## src/rtl/pool_window_ctrl.sv

```systemverilog
// Sequencer for the 3x3 max-pooling engine: walks the input map window by window,
// gathers nine pixels, hands them to the engine and writes each result row-major.
module pool_window_ctrl #(
  parameter int IMG_W  = 8,
  parameter int IMG_H  = 8,
  parameter int STRIDE = 1,
  parameter int ADDR_W = 12
) (
  input  logic                     clk,
  input  logic                     rst_n,
  input  logic                     start,
  output logic                     busy,
  output logic                     done,
  output logic                     rd_en,
  output logic [ADDR_W-1:0]        rd_addr,
  input  logic signed [15:0]       rd_data,
  output logic                     pool_valid_in,
  output logic [143:0]             pool_win,
  input  logic                     pool_valid_out,
  input  logic signed [15:0]       pool_max,
  output logic                     wr_en,
  output logic [ADDR_W-1:0]        wr_addr,
  output logic signed [15:0]       wr_data
);

  localparam int OUT_W = (IMG_W - 3) / STRIDE + 1;
  localparam int OUT_H = (IMG_H - 3) / STRIDE + 1;

  localparam logic [ADDR_W-1:0] IMG_W_A  = ADDR_W'(IMG_W);
  localparam logic [ADDR_W-1:0] STRIDE_A = ADDR_W'(STRIDE);
  localparam logic [ADDR_W-1:0] OUT_W_A  = ADDR_W'(OUT_W);
  localparam logic [ADDR_W-1:0] LAST_X   = ADDR_W'(OUT_W - 1);
  localparam logic [ADDR_W-1:0] LAST_Y   = ADDR_W'(OUT_H - 1);
  localparam logic [ADDR_W-1:0] ONE_A    = ADDR_W'(1);

  typedef enum logic [2:0] {
    S_IDLE,
    S_FETCH,
    S_ISSUE,
    S_WAIT,
    S_WRITE,
    S_DONE
  } state_t;

  state_t              state_q;
  logic [3:0]          c_q;
  logic [ADDR_W-1:0]   ox_q, oy_q;
  logic [ADDR_W-1:0]   ox_d, oy_d;
  logic [15:0]         win_q [9];
  logic                rd_en_q, pvi_q, wr_en_q, busy_q, done_q;
  logic [ADDR_W-1:0]   rd_addr_q, wr_addr_q;
  logic signed [15:0]  wr_data_q;
  logic                last_win;

  // Input-map address of window element c (row-major inside the 3x3 window).
  function automatic logic [ADDR_W-1:0] win_addr(input logic [ADDR_W-1:0] ox,
                                                 input logic [ADDR_W-1:0] oy,
                                                 input logic [3:0]        c);
    logic [ADDR_W-1:0] ky, kx;
    ky = (c >= 4'd6) ? ADDR_W'(2) : (c >= 4'd3) ? ADDR_W'(1) : ADDR_W'(0);
    kx = ADDR_W'(c) - ky * ADDR_W'(3);
    return (oy * STRIDE_A + ky) * IMG_W_A + ox * STRIDE_A + kx;
  endfunction

  always_comb begin
    last_win = (ox_q == LAST_X) && (oy_q == LAST_Y);
    ox_d     = ox_q + ONE_A;
    oy_d     = oy_q;
    if (ox_q == LAST_X) begin
      ox_d = '0;
      oy_d = oy_q + ONE_A;
    end
  end

  always_ff @(posedge clk or negedge rst_n) begin
    if (!rst_n) begin
      state_q   <= S_IDLE;
      c_q       <= '0;
      ox_q      <= '0;
      oy_q      <= '0;
      rd_en_q   <= 1'b0;
      rd_addr_q <= '0;
      pvi_q     <= 1'b0;
      wr_en_q   <= 1'b0;
      wr_addr_q <= '0;
      wr_data_q <= '0;
      busy_q    <= 1'b0;
      done_q    <= 1'b0;
      for (int i = 0; i < 9; i++) win_q[i] <= '0;
    end else begin
      case (state_q)
        S_IDLE: begin
          if (start) begin
            state_q   <= S_FETCH;
            c_q       <= '0;
            ox_q      <= '0;
            oy_q      <= '0;
            busy_q    <= 1'b1;
            rd_en_q   <= 1'b1;
            rd_addr_q <= win_addr('0, '0, 4'd0);
          end
        end
        S_FETCH: begin
          // Data for the read issued at c-1 arrives at c.
          if (c_q != 4'd0) win_q[c_q - 4'd1] <= rd_data;
          if (c_q == 4'd9) begin
            state_q <= S_ISSUE;
            pvi_q   <= 1'b1;
            c_q     <= '0;
          end else begin
            c_q <= c_q + 4'd1;
          end
          if (c_q < 4'd8) begin
            rd_en_q   <= 1'b1;
            rd_addr_q <= win_addr(ox_q, oy_q, c_q + 4'd1);
          end else begin
            rd_en_q <= 1'b0;
          end
        end
        S_ISSUE: begin
          pvi_q   <= 1'b0;
          state_q <= S_WAIT;
        end
        S_WAIT: begin
          if (pool_valid_out) begin
            wr_data_q <= pool_max;
            wr_en_q   <= 1'b1;
            wr_addr_q <= oy_q * OUT_W_A + ox_q;
            state_q   <= S_WRITE;
          end
        end
        S_WRITE: begin
          wr_en_q <= 1'b0;
          ox_q    <= ox_d;
          oy_q    <= oy_d;
          if (last_win) begin
            state_q <= S_DONE;
            done_q  <= 1'b1;
            busy_q  <= 1'b0;
          end else begin
            state_q   <= S_FETCH;
            c_q       <= '0;
            rd_en_q   <= 1'b1;
            rd_addr_q <= win_addr(ox_d, oy_d, 4'd0);
          end
        end
        S_DONE: begin
          done_q  <= 1'b0;
          state_q <= S_IDLE;
        end
        default: state_q <= S_IDLE;
      endcase
    end
  end

  genvar gi;
  generate
    for (gi = 0; gi < 9; gi++) begin : g_win
      assign pool_win[16*gi +: 16] = win_q[gi];
    end
  endgenerate

  assign busy          = busy_q;
  assign done          = done_q;
  assign rd_en         = rd_en_q;
  assign rd_addr       = rd_addr_q;
  assign pool_valid_in = pvi_q;
  assign wr_en         = wr_en_q;
  assign wr_addr       = wr_addr_q;
  assign wr_data       = wr_data_q;

endmodule

```

## config.mk

```make
export PLATFORM = sky130hd
export DESIGN_NAME = pool_window_ctrl
export DESIGN_NICKNAME = d
export VERILOG_FILES = /design/src/rtl/pool_window_ctrl.sv
export SDC_FILE = /design/constraint.sdc
export NUM_CORES = 1
export LEC_CHECK = 0
export BUFFER_PORTS_ARGS = -buffer_cell sky130_fd_sc_hd__buf_2
export CORE_MARGIN = 2
export CORE_UTILIZATION = 25
export CTS_CLUSTER_DIAMETER = 80
export DETAILED_ROUTE_END_ITERATION = 10
export GPL_ROUTABILITY_DRIVEN = 0
export GPL_TIMING_DRIVEN = 0
export PLACE_DENSITY = 0.47
export REMOVE_ABC_BUFFERS = 1
export SLEW_MARGIN = 20
export SYNTH_ARGS = -nofsm -noshare
export SYNTH_HDL_FRONTEND = slang
export SYNTH_SLANG_ARGS = --single-unit
```

## constraint.sdc

```tcl
create_clock -name clk -period 5.45 [get_ports clk]
set_input_delay 1.09 -clock clk [delete_from_list [all_inputs] [get_ports clk]]
set_output_delay 1.09 -clock clk [all_outputs]
set_load 0.02 [all_outputs]
```

Word-level counts from Yosys, hierarchy flattened
Cells that the tools add are included.
Word-level totals
  logic and storage cells: 109
  bits of input ports: 36
  output and inout bits: 189
  register bits after elaboration: 220
Operators by class
  multiplexer cells: 34
  reductions and logical operators: 20
  add/subtract/negate cells: 10
  bitwise gates (word level): 1
  equal/unequal tests: 15
  $lt $le $gt $ge: 5
  $mul: 2
Operator list (count)
  bitwise mux 144 bit: 1
  demux 16 bit (select 4 bit): 1
  two-way mux 12 bit: 5
  adder 12 bit: 4
  one-hot mux 12 bit (2 select lines): 2
  one-hot mux 12 bit (3 select lines): 1
  adder 12 x 1 -> 12 bit, second input constant: 2
  == test 12 x 3 -> 1 bit, second input constant: 2
  two-way mux 16 bit: 1
  one-hot mux 3 bit (5 select lines): 1
  != test 2 bit, second input constant: 7
  multiplier 12 x 2 -> 11 bit, second input constant: 1
  two-way mux 3 bit: 4
  two-way mux 4 bit: 3
  one-hot mux 4 bit (3 select lines): 1
  AND reduction 2 bit: 6
  AND reduction 3 bit: 4
  adder 9 x 2 -> 9 bit: 1
  two-way mux 1 bit: 8
  one-hot mux 1 bit (2 select lines): 4
  nonzero test 2 bit: 4
  == test 3 x 2 -> 1 bit, second input constant: 2
  == test 3 bit, second input constant: 2
  greater-or-equal comparator 5 bit, second input constant: 1
  other kinds (18): 19

Longest topological paths before layout
Gate-level depths: netlist of the first run.
  depth after elaboration: 9
  depth in mapped cells: 20
  gate-level depth less buffers: 20

Worst setup path after synthesis of the first run
Ideal clock, no wire load.
  path type: reg-to-reg
  start point: register c_q[0]
  end point: register rd_addr_q[11], in the netlist rd_addr[11]
  cell stages (with the launch flop): 17
  slack: 1142 ps
  path buffers: 0
  library setup time: 82 ps
  arrival: 4226 ps
  data required time: 5368 ps
  clock period less this slack: 4308 ps
  cells stage by stage: dfrtp_1 ha_1 xnor2_1 o21ai_0 nor2_1 ha_1 fa_1 and3_1 fa_1 ha_1 o21ai_0 nor3_1 o31a_1 o21a_1 o21ai_0 nand3b_1 a31oi_1
Between the ends
  cells in the longest elaborated chain, start to end: 9
  elaborated cells on any way between the ends: 15
  classes of those cells: add/sub: 5; mul: 1; order compare: 3; eq/ne: 1; mux: 4; reduce/logical: 1
Ends and longest elaborated chain
  from (decl): RTL line 46  | logic [3:0] c_q;
  from (signal assigned): RTL line 111  | c_q <= c_q + 4'd1;
  adder 4 x 1 -> 4 bit: RTL line 115  | rd_addr_q <= win_addr(ox_q, oy_q, c_q + 4'd1);
  greater-or-equal comparator 4 x 2 -> 1 bit: RTL line 60  | ky = (c >= 4'd6) ? ADDR_W'(2) : (c >= 4'd3) ? ADDR_W'(1) : ADDR_W'(0);
  two-way mux 1 bit: RTL line 60
  two-way mux 2 bit: RTL line 60
  adder 9 x 2 -> 9 bit or multiplier 2 x 2 -> 4 bit (tied branches): RTL line 62, 61
  adder 12 bit or subtractor 4 x 4 -> 5 bit (tied branches): RTL line 62, 61
  adder 12 bit: RTL line 62  | return (oy * STRIDE_A + ky) * IMG_W_A + ox * STRIDE_A + kx;
  two-way mux 12 bit: RTL line 113  | if (c_q < 4'd8) begin
  one-hot mux 12 bit (3 select lines): RTL line 91  | case (state_q)
  to (signal assigned): RTL line 100  | rd_addr_q <= win_addr('0, '0, 4'd0);
  to (signal assigned): RTL line 115
  to (signal assigned): RTL line 144  | rd_addr_q <= win_addr(ox_d, oy_d, 4'd0);
  to (decl): RTL line 51  | logic [ADDR_W-1:0] rd_addr_q, wr_addr_q;
Several ways; a longest one is shown, not always the timed one. The select of a mux whose other input is x is not followed.
A chain may end at the register's enable or synchronous reset.

Worst setup path in the final report of the first run
Same ends and word-level chain as after synthesis.

==> results of run 1 <==
==> placed cells by master (no fill, tap or decap), types with 6 or more instances in the layout <==
cell and n:
ha_1 59, nand2_1 58, and3_1 7, nor2_1 40
mux2_2 164, dfrtp_1 220, nand2b_1 10, o21ai_1 6
xor2_1 19, fa_1 14, o21ai_0 56, clkbuf_16 29
a31oi_1 8, a21o_1 11, and3_2 7, inv_1 33
a21oi_1 38, nor3_1 10, clkbuf_8 8, xnor2_1 42
nand3_1 18, buf_2 223
==> sequential cells by signal, indices dropped and copies added (netlist names), 3 cells and up <==
name      cells
rd_addr      12
wr_data      16
wr_addr      12
pool_win    144
state_q       3
ox_q         12
c_q           4
oy_q         12
==> final timing paths <==
check,end,slack (ns),cells after the start
worst max-delay path,rd_addr[11]$_DFFE_PN0P_,0.46,19
worst min register to register,rd_en$_DFFE_PN0P_,0.47,1
worst max register to register,rd_addr[11]$_DFFE_PN0P_,0.46,19
min in group asynchronous,pool_win[125]$_DFFE_PN0P_,0.48,1
worst min-delay path,rd_en$_DFFE_PN0P_,0.47,1
max in group asynchronous,rd_addr[11]$_DFFE_PN0P_,4.14,2
==> metal layers <==
metal / GRT usage [%] / vias to the layer above / wire [microns]
li1: - / 3804 / -
met1: 18.1 / 4002 / 14700
met3: 3.20 / 44 / 1990
met4: 2.83 / 2 / 517
met5: 0 / - / 13
met2: 22.3 / 227 / 14600
==> cell families after synthesis <==
logic type                 Yosys count  share of synthesized area (%)
buffers and inverters               75                           3.09
AOI/OAI and AO/OA                  168                           9.28
DFF                                220                           48.9
adders and majority gates           73                           9.06
muxes                              165                           16.5
xor gates and xnor gates            61                           4.75
and+or+nand+nor                    186                           8.37
==> layout make-up <==
type / count / area share (%)
Tap cell: 592 / 5.28
Inverter: 33 / 0.883
Sequential cell: 220 / 39.3
Clock buffer: 42 / 6.09
Timing Repair Buffer: 231 / 8.95
Clock inverter: 9 / 0.874
Multi-Input combinational cell: 653 / 38.7
==> power breakdown <==
group | switching (mW) | total, mW | internal [mW]
combinational | 2.96 | 5.07 | 2.12
clock | 0.755 | 1.94 | 1.18
sequential | 0.463 | 2.86 | 2.39
total | 4.17 | 9.87 | 5.69
==> cell usage after synthesis (all sizes together), types with 7 or more instances <==
cell type	count
mux2	164
inv	33
xnor2	42
fa	14
o21ai	64
xor2	19
dfrtp	220
nor3	11
nor2	40
a21o	11
a21oi	38
nand3	20
buf	28
nand2	58
and3	14
o31ai	7
ha	59
clkbuf	14
a31oi	8
nand2b	10
==> what timing repair did <==
| item | CTS | global route |
|---|---|---|
| gates resized for setup | 0 | 1 |
| hold buffers | 0 | 0 |
| setup endpoints to repair | 0 | 2 |
==> critical path, stage by stage, from the launching register on <==
cell and delay, ns:
dfrtp_1 0.52, ha_1 0.35, xnor2_1 0.31, o21ai_1 0.23, nor2_1 0.21, ha_1 0.22
inv_1 0.05, ha_1 0.28, nor3_1 0.19, a21oi_1 0.05, o21ai_0 0.30, fa_1 0.50
ha_1 0.35, a21oi_1 0.29, nor3_1 0.13, o31a_1 0.30, o21a_1 0.18, o21ai_0 0.15
nand3b_1 0.10, a31oi_1 0.19
==> through the flow <==
step	worst slack, ns	TNS [ns]	hold slack, ns	util (%)
final	0.457	0	0.471	31.6
after global routing	0.0170	0	0.496	31.6
after CTS	0.369	0	0.473	31.6
after detailed placement	0.412	0	0.463	29.4
after global placement	-0.878	-187.07	0.460	29.1
after floorplan	1.13	0	0.467	-
==> impl_metrics.tcl, run 1 <==
set metrics [dict create \
    status "completed" \
    rsz0062_at_grt "false" \
    drv_slew 0 \
    dp_hpwl_mm 22.9 \
    grt_pass1_vias 8194 \
    antenna_cells 0 \
    p_total_mw 9.87 \
    regArea_sq_mm 0.00551 \
    cp.arrival_ns 5.48 \
    final_antenna_net_count 0 \
    final.fill_count 4503 \
    setup_viol 0 \
    core_area_sq_mm 0.0443 \
    num_rows 77 \
    yosys.area.top_type_share_pct 48.9 \
    synth_edf_count 0 \
    p_per_area_mw_per_mm2 704 \
    globalRouteOverflowTotal 0 \
    vias 8079 \
    place_area_sq_mm 0.0130 \
    synth_area_leaders "dfrtp_1 (49%), mux2_2 (16%), ha_1 (6.6%)" \
    port_buffers 224 \
    finalClockSkew_ns 0.0182 \
    multi_input_area_sq_mm 0.00542 \
    firstDrtPassIters 7 \
    ioPinCount 225 \
    slew_headroom_pct 29.9 \
    avgSynthCellArea_sq_um 11.9 \
    cp-end-kind "flip-flop" \
    crit_path_max_fanout 11 \
    cp.required_ns 5.93 \
    post-route-drc-count 0 \
    initial_core_util_pct 25.4 \
    routed_wl_mm 31.9 \
    layout-drive-gt1-share_pct 38.9 \
    hold_viol 0 \
    cp-startpoint "c_q[0]$_DFFE_PN0P_" \
    area_delta_synth_final_pct 24.7 \
    fmax_mhz 200 \
    min_period_ns 4.99 \
    grt_usage_pct 13.5 \
    dieHeight_microns 216 \
    post_cts_buffers 0 \
    ys_ff_latch 220 \
    cp-start-kind "flip-flop" \
    fin_crit_sh_pct 91.6 \
    ir_drop_v 0.000262 \
    hold_start "rd_en$_DFFE_PN0P_" \
    wl_per_cell_microns 17.9 \
    ys_seq_area_share_pct 48.9 \
    clock_path_buffers 3 \
    ys.flop_type "dfrtp_1" \
    synth_area_sq_mm 0.0112 \
    cts_buffers 29 \
    worst_slew_pin_slew_ns 1.05 \
    synth_largest_area_cell "dfrtp_1" \
    dieArea_sq_mm 0.0467 \
    clockRootBuffer "clkbuf_16" \
    nets 1277 \
    dp.cells 1729 \
    clkTransAtPathRegs_ns 0.06 \
    viasPerCell 4.54 \
    r2r_start "c_q[0]$_DFFE_PN0P_" \
    clock_sinks 220 \
    grt_start_max_net_pins 82 \
    ys_warn_count 0 \
    h-tree-depth 1 \
    leakagePower_nw 6.62 \
    crit_type "flip-flop to flip-flop" \
    cap_violations 0 \
    synth_async_sr_flop_share_pct 100 \
    synth_cell_types 60 \
    postSynthCellCount 948 \
    antenna_found_initial 1 \
    design_area_sq_mm 0.0140 \
    worstSkewPairLatency_ns 0.57 \
    finalNonFillerCells 1780 \
    die_w_microns 216 \
    grt_pass1_wl_mm 49.6 \
    first_iter_violations 532 \
    cts_tree "yes" \
    min_path_type "flip-flop to flip-flop" \
]
No activity file was read; power rests on OpenSTA's default activity.
==> inputs of run 2 (changes only) <==
Settings changed: GPL_TIMING_DRIVEN 0 to default.
==> impl_metrics.tcl, run 2 (synthesis results as in run 1) <==
set metrics [dict create \
    status "completed" \
    globalRouteOverflowTotal 0 \
    cts_hold_buf 0 \
    dieHeight_microns 216 \
    die_w_microns 216 \
    p_total_mw 9.92 \
    clock_path_buffers 3 \
    final_antenna_net_count 0 \
    cp.required_ns 5.93 \
    cp-start-kind "flip-flop" \
    critPathMaxStageDelay_ns 0.55 \
    design_area_sq_mm 0.0140 \
    initial_core_util_pct 25.4 \
    crit_chain "inv_1 > ha_1 > nor2_1 > o21ai_0 > nor2_1 > ha_1 > fa_1 > and3_1 > fa_1 > ha_1 > o21ai_0 > nor3_1 > o31a_1 > o21a_1 > o21ai_0 > nand3b_1 > a31oi_1" \
    worst_slew_pin_slew_ns 1.09 \
    grt_pass1_wl_mm 50.4 \
    num_rows 77 \
    grt_pass1_vias 8334 \
    cts_resized 0 \
    min_path_type "flip-flop to flip-flop" \
    setup_viol 0 \
    firstDrtPassIters 4 \
    first_iter_violations 420 \
    ir_drop_v 0.000255 \
    cap_violations 0 \
    wl_per_cell_microns 18.1 \
    final.fill_count 4592 \
    crit_type "flip-flop to flip-flop" \
    cts_tree "yes" \
    grt_start_max_net_pins 116 \
    rsz0062_at_grt "false" \
    leakagePower_nw 6.63 \
    routed_wl_mm 32.4 \
    vias 8169 \
    grt_usage_pct 13.8 \
    dp_hpwl_mm 23.1 \
    clkTransAtPathRegs_ns 0.05 \
    cp.depth 17 \
    worstSkewPairLatency_ns 0.58 \
    cp-end-kind "flip-flop" \
    drv_slew 0 \
    min_period_ns 4.83 \
    tns_ns 0 \
    fmax_mhz 207 \
    reg2reg_depth 17 \
    post-route-drc-count 0 \
    critPathSlowestCell "dfrtp_1" \
    post_cts_buffers 0 \
    ioPinCount 225 \
    crit_buf_inv 1 \
    area_delta_synth_final_pct 24.8 \
    mostFrequentLayoutCells "buf_2 (223), dfrtp_1 (220), mux2_2 (164), ha_1 (59), nand2_1 (58)" \
    place_area_sq_mm 0.0130 \
    port_buffers 224 \
    cp.arrival_ns 5.31 \
    antenna_found_initial 0 \
    layout_setup_ws_ns 0.620 \
    post-place-ws_ns 0.632 \
    hold_viol 0 \
    fin_crit_sh_pct 88.6 \
    slew_headroom_pct 27.3 \
    clockRootBuffer "clkbuf_16" \
    h-tree-depth 1 \
    viasPerCell 4.58 \
    nets 1279 \
    layout_commonest_cell "buf_2" \
    p_per_area_mw_per_mm2 707 \
    dieArea_sq_mm 0.0467 \
    cts_buffers 30 \
    layout-drive-gt1-share_pct 38.6 \
    critPathTopFamily "adder cells" \
    whs_path_depth 2 \
    clock_sinks 220 \
    core_area_sq_mm 0.0443 \
    finalClockSkew_ns 0.0154 \
    antenna_cells 0 \
    largest_reg_flops 144 \
    crit_path_max_fanout 11 \
]
## run 2: cell types whose count changed in the layout (fill, tap and decap cells not counted), moves of 2 or more
cell / change
buf_4: +4
clkinvlp_4: +2
buf_16: -3
and3_1: +6
and3_2: -6
clkinv_2: +2
clkbuf_8: -4
bufinv_16: +2
## run 2: final timing paths
kind / from / end / slack, ns
setup / recovery: c_q[0]$_DFFE_PN0P_ / rd_addr[11]$_DFFE_PN0P_ / 0.62
hold / removal: wr_en$_DFFE_PN0P_ / wr_en$_DFFE_PN0P_ / 0.47
setup reg to reg: c_q[0]$_DFFE_PN0P_ / rd_addr[11]$_DFFE_PN0P_ / 0.62
hold reg to reg: wr_en$_DFFE_PN0P_ / wr_en$_DFFE_PN0P_ / 0.47
max in group asynchronous: rst_n / wr_addr[7]$_DFFE_PN0P_ / 3.71
min in group asynchronous: rst_n / pool_win[109]$_DFFE_PN0P_ / 0.57
## run 2: area by class of cell
| class | count | area (sq um) | area share, % |
|---|---|---|---|
| Clock buffer | 39 | 825 | 5.87 |
| Inverter | 33 | 124 | 0.882 |
| Tap cell | 592 | 741 | 5.28 |
| Clock inverter | 16 | 226 | 1.61 |
| Multi-Input combinational cell | 653 | 5410 | 38.5 |
| Sequential cell | 220 | 5510 | 39.2 |
| Timing Repair Buffer | 232 | 1210 | 8.63 |
## run 2: report_power, final
part | leakage, nW | switching, mW | internal, mW
registers | 2.72 | 0.473 | 2.39
logic | 3.41 | 2.91 | 2.09
clock network | 0.507 | 0.788 | 1.26
total | 6.63 | 4.17 | 5.75
## run 2: per-layer routing
metal / track usage (%) / vias to the layer above / wire (microns)
met5: 0 / - / 0
met4: 3.61 / 0 / 751
met3: 2.48 / 43 / 1610
met2: 22.8 / 222 / 15000
met1: 18.5 / 4082 / 15000
li1: - / 3822 / -
## run 2: tightest hold or removal path, delay by kind of cell, from the launching register on
| family | cells | cell delay, ns |
|---|---|---|
| simple gates | 2 | 0.10 |
| flops | 1 | 0.34 |
## run 2: through the flow
| stage | instances | util [%] | hold WS, ns |
|---|---|---|---|
| finish | 1785 | 31.7 | 0.473 |
| global route | 1785 | 31.7 | 0.507 |
| CTS | 1784 | 31.6 | 0.480 |
| detailed placement | 1729 | 29.3 | 0.467 |
| global placement | 1729 | 29.3 | 0.463 |
| floorplan | 906 | - | 0.467 |
